--- config.mk ---
export PLATFORM = sky130hd
export DESIGN_NAME = r4
export DESIGN_NICKNAME = d
export VERILOG_FILES = /design/src/rtl/r4.sv
export SDC_FILE = /design/constraint.sdc
export NUM_CORES = 1
export LEC_CHECK = 0
export ABC_AREA = 0
export ABC_CLOCK_PERIOD_IN_PS = 2900
export CORE_MARGIN = 2
export CORE_UTILIZATION = 49
export CTS_CLUSTER_DIAMETER = 200
export DETAILED_ROUTE_END_ITERATION = 8
export MAX_ROUTING_LAYER = met4
export PLACE_DENSITY = 0.81
export SKIP_CTS_REPAIR_TIMING = 1
export SLEW_MARGIN = 10
export SYNTH_ARGS = -nofsm -noshare
export SYNTH_HDL_FRONTEND = slang
export SYNTH_SLANG_ARGS = --single-unit
export TNS_END_PERCENT = 100
--- constraint.sdc ---
create_clock -name timer555 -period 2.9 [get_ports timer555]
set_input_delay 0.29 -clock timer555 [delete_from_list [all_inputs] [get_ports timer555]]
set_output_delay 0.29 -clock timer555 [all_outputs]
set_load 0.05 [all_outputs]
--- src/rtl/r4.sv ---
// R4: 4-bit, 4-word accumulator machine driven by front-panel buttons and a
// free-running 555 clock. Program counter addresses a small RAM; the
// accumulator loads from a source mux (data_in, RAM, Acc+RAM, Acc-RAM).
// Optional feature macro: R4_SUB_EN builds the subtractor for MUX_switch=11;
// without it, MUX_switch=11 selects Acc (load becomes a hold).
module r4 #(
    parameter int ADDR_WIDTH = 2,
    parameter int DATA_WIDTH = 4
) (
    input  logic                  timer555,
    input  logic                  rst_n,
    input  logic                  JMP,
    input  logic                  Z_JMP,
    input  logic                  PZ_JMP,
    output logic                  Z_flag,
    output logic                  PZ_flag,
    input  logic                  Output_button,
    output logic [DATA_WIDTH-1:0] data_out,
    input  logic [1:0]            MUX_switch,
    input  logic                  Acc_button,
    output logic [DATA_WIDTH-1:0] Acc,
    output logic [ADDR_WIDTH-1:0] counter,
    input  logic                  RAM_button,
    input  logic [DATA_WIDTH-1:0] data_in,
    output logic [DATA_WIDTH-1:0] RAM_out
);

    localparam int DEPTH = 1 << ADDR_WIDTH;

    logic [ADDR_WIDTH-1:0] counter_reg;
    logic [ADDR_WIDTH-1:0] counter_next;
    logic [DATA_WIDTH-1:0] acc_reg;
    logic [DATA_WIDTH-1:0] acc_next;
    logic [DATA_WIDTH-1:0] out_reg;
    logic [DATA_WIDTH-1:0] out_next;
    logic [DATA_WIDTH-1:0] mux_val;
    logic [DATA_WIDTH-1:0] ram_rd;
    logic [DEPTH-1:0]      word_we;

    // RAM must clear on reset, so it is a register array rather than block RAM.
    logic [DATA_WIDTH-1:0] ram_reg [0:DEPTH-1];

    // Flags derive from the accumulator as it stands before the next edge.
    assign Z_flag   = (acc_reg == '0);
    assign PZ_flag  = ~acc_reg[DATA_WIDTH-1];

    // Combinational read at the current program counter.
    assign ram_rd   = ram_reg[counter_reg];

    assign RAM_out  = ram_rd;
    assign Acc      = acc_reg;
    assign counter  = counter_reg;
    assign data_out = out_reg;

    // Per-word write enable decoded from the pre-edge address.
    generate
        for (genvar gi = 0; gi < DEPTH; gi++) begin : g_we
            assign word_we[gi] = RAM_button && (counter_reg == ADDR_WIDTH'(gi));
        end
    endgenerate

    // Accumulator source mux; arithmetic wraps at the data width.
    always_comb begin
        mux_val = data_in;
        case (MUX_switch)
            2'b00:   mux_val = data_in;
            2'b01:   mux_val = ram_rd;
            2'b10:   mux_val = acc_reg + ram_rd;
            default: begin
`ifdef R4_SUB_EN
                mux_val = acc_reg - ram_rd;
`else
                mux_val = acc_reg;
`endif
            end
        endcase
    end

    // Next program counter: unconditional jump, then Z, then PZ, else increment.
    always_comb begin
        counter_next = counter_reg + ADDR_WIDTH'(1);
        if (JMP) begin
            counter_next = data_in[ADDR_WIDTH-1:0];
        end else if (Z_JMP && Z_flag) begin
            counter_next = data_in[ADDR_WIDTH-1:0];
        end else if (PZ_JMP && PZ_flag) begin
            counter_next = data_in[ADDR_WIDTH-1:0];
        end
    end

    // Accumulator and output register loads; both see the pre-edge Acc.
    always_comb begin
        acc_next = acc_reg;
        out_next = out_reg;
        if (Acc_button) begin
            acc_next = mux_val;
        end
        if (Output_button) begin
            out_next = acc_reg;
        end
    end

    // Datapath state registers.
    always_ff @(posedge timer555 or negedge rst_n) begin
        if (!rst_n) begin
            counter_reg <= '0;
            acc_reg     <= '0;
            out_reg     <= '0;
        end else begin
            counter_reg <= counter_next;
            acc_reg     <= acc_next;
            out_reg     <= out_next;
        end
    end

    // RAM words: cleared on reset, written from data_in at the old address.
    always_ff @(posedge timer555 or negedge rst_n) begin
        if (!rst_n) begin
            for (int i = 0; i < DEPTH; i++) begin
                ram_reg[i] <= '0;
            end
        end else begin
            for (int i = 0; i < DEPTH; i++) begin
                if (word_we[i]) begin
                    ram_reg[i] <= data_in;
                end
            end
        end
    end

endmodule

==> run metrics <==
CTS tree built; slowest CP cell clkdlybuf4s50_1; Antenna diodes 0; Row Count 19; Post-route DRC 0; Initial DRT Pass Iterations 4; Final Hold Fails 0; Leak 0.787 nW; flops & latches, synth 26; Slew Viols, Final 0; max incr delay on CP 0.74 ns; crit start category flip-flop; # fillers 222; max-cap violations 0; post-DP HPWL 2.10 mm; Initial Util 0.506; Final WS setup 0.318 ns; post-synth top area share 0.474; Top delay family on crit path buffers and inverters; total clock sinks 26; largest net degree at the start of global routing 27; total number of H-tree levels 1; crit end category output port; critical path class reg2out; Layout Skew 0.00866 ns; fin nets 165; Finished Layout Cells 170; setup violators final 0; max_slew headroom 0.638; peak supply drop 645 µV; Netlist cell types 22; DR vias 953; f_max 387 MHz; Clock Path Buffers 2; Setup TNS Final 0 ns; die area 0.00324 mm²; CP Cell Sequence mux4_1 > clkdlybuf4s50_1; first-pass GRT wire length 4.62 mm; Total GRT Usage 0.193; global routing usage on met3 0.0415; Synth area leaders dfrtp_1 (47%), mux2_2 (15%), ha_1 (9.1%), mux4_1 (3.8%), mux4_2 (3.3%); class of the worst hold path in2async; Finished Cell Area 0.00175 mm²; sequential cell area 651 µm²; IO buf count 29; post-synthesis cell count 107; Iteration-0 DRC Markers 13; Power Density 939 mW/mm²; met1 Use GR 0.225; Die H 56.9 µm; Place WS 0.544 ns; Die W 56.9 µm; total CTS buffers 3; yosys warns 0; drt total wl 2.64 mm; area post-placement 0.00170 mm²; Inst Count DP 166; fin util 0.647; clk slew on worst S/H paths 0.14 ns; grt ovf 0; Post-Syn Area 0.00137 mm²; GRT met2 Usage 0.333; synthesized net count 132; post-route minimum period 2.58 ns; gpl congestion 0.794; share of layout cells above drive strength 1 0.194; r2r setup slk 0.52 ns; fin crit share 0.890; CTS Root Cell clkbuf_4; Multi-input gate area 676 µm²; Placeable Area 0.00271 mm²; antenna-violating nets left 0; syn_area_per_cell 12.8 µm²; antenna violations before repair 0; Buf+Inv Stages, Crit Path 1; RSZ-0062 raised after global routing no; Vias/cell 5.61; crit path DAT 2.29 ns; Least-Margin Pin Slew 0.544 ns; GRT busiest layer met2; status completed; CP Data Required Time 2.61 ns; DR WL/cell 15.5 µm; area delta synth->final 27.7%; Clk Latency, worst-skew pair 0.33 ns; Seq/Total Area, Yosys 0.474; vias in the first global route 966; IO Pins 30; Synth area leader dfrtp_1; max reg flops 16; crit path max fanout 8
## cell type report
| class | count | share of cell area |
|---|---|---|
| Clock buffer | 3 | 0.0128 |
| Clock inverter | 1 | 0.0171 |
| Inverter | 10 | 0.0214 |
| Multi-Input combinational cell | 69 | 0.385 |
| Sequential cell | 26 | 0.371 |
| Tap cell | 31 | 0.0221 |
| Timing Repair Buffer | 30 | 0.170 |
## per-stage QoR
stage	total power [W]	hold WS [ns]
after floorplan	0.00116	-0.00559
after global placement	0.00139	0.470
after detailed placement	0.00141	0.470
after CTS	0.00166	0.311
after global routing	0.00174	0.319
final	0.00165	0.306
## cell usage in the layout (no fill, tap or decap)
cell	synthesis	routed
nor4_2	0	1
nand2_1	12	12
a21oi_2	1	1
clkdlybuf4s50_1	0	29
a211oi_1	1	1
bufinv_16	0	1
fa_1	1	1
inv_1	10	10
a21o_1	1	1
mux4_1	2	2
mux2_2	18	18
dfrtp_1	26	26
a221oi_1	4	4
mux4_2	2	2
nand2b_1	1	1
clkbuf_4	0	3
ha_1	10	10
xnor3_1	1	1
o21ai_0	4	4
buf_4	0	1
o31ai_1	3	3
nor2b_1	3	3
a21oi_1	3	3
xnor2_1	1	1
## metal layers
layer / part of all wire / up-vias / routed length (µm)
met5: 0 / - / 0
met3: 0.052 / 5 / 136
met2: 0.53 / 26 / 1390
li1: - / 452 / -
met1: 0.40 / 470 / 1070
met4: 0.016 / 0 / 43
## final timing paths
| path | cells past startpoint | start | to |
|---|---|---|---|
| hold reg to reg | 2 | ram_reg[3]$_DFFE_PN0P_ | ram_reg[3]$_DFFE_PN0P_ |
| hold / removal | 2 | rst_n | data_out[1]$_DFFE_PN0P_ |
| setup / recovery | 2 | counter[0]$_DFF_PN0_ | RAM_out[0] |
| min in group timer555 | 2 | ram_reg[3]$_DFFE_PN0P_ | ram_reg[3]$_DFFE_PN0P_ |
| setup reg to reg | 7 | counter[0]$_DFF_PN0_ | Acc[1]$_DFFE_PN0P_ |
| max in group asynchronous | 2 | rst_n | ram_reg[3]$_DFFE_PN0P_ |
## worst register-to-register path: stages, from the launching register on
cell and delay, ns:
dfrtp_1 0.56, mux4_1 0.66, ha_1 0.24, inv_1 0.08, fa_1 0.40, inv_1 0.07, a221oi_1 0.08, o31ai_1 0.22
## synth_stat cells (all sizes together)
cell type	number
dfrtp	26
mux2	18
nand2	12
ha	10
inv	10
a21oi	4
a221oi	4
mux4	4
o21ai	4
nor2b	3
o31ai	3
buf	2
a211oi	1
a21o	1
fa	1
nand2b	1
nor4	1
xnor2	1
xnor3	1
## cell families after synthesis
logic type,synth area share
fa+ha+maj,0.106
simple gates,0.0556
buf+inv,0.0383
mux,0.219
flops,0.474
xor+xnor,0.0228
compound gates,0.0848
## power breakdown
group / internal (W) / leakage (nW) / total (W) / switching [W]
sequential: 0.000486 / 0.314 / 0.000576 / 0.0000892
combinational: 0.000360 / 0.446 / 0.000823 / 0.000463
clock: 0.000140 / 0.0279 / 0.000248 / 0.000108
total: 0.000986 / 0.787 / 0.00165 / 0.000660
(Power assumes the default switching activity.)
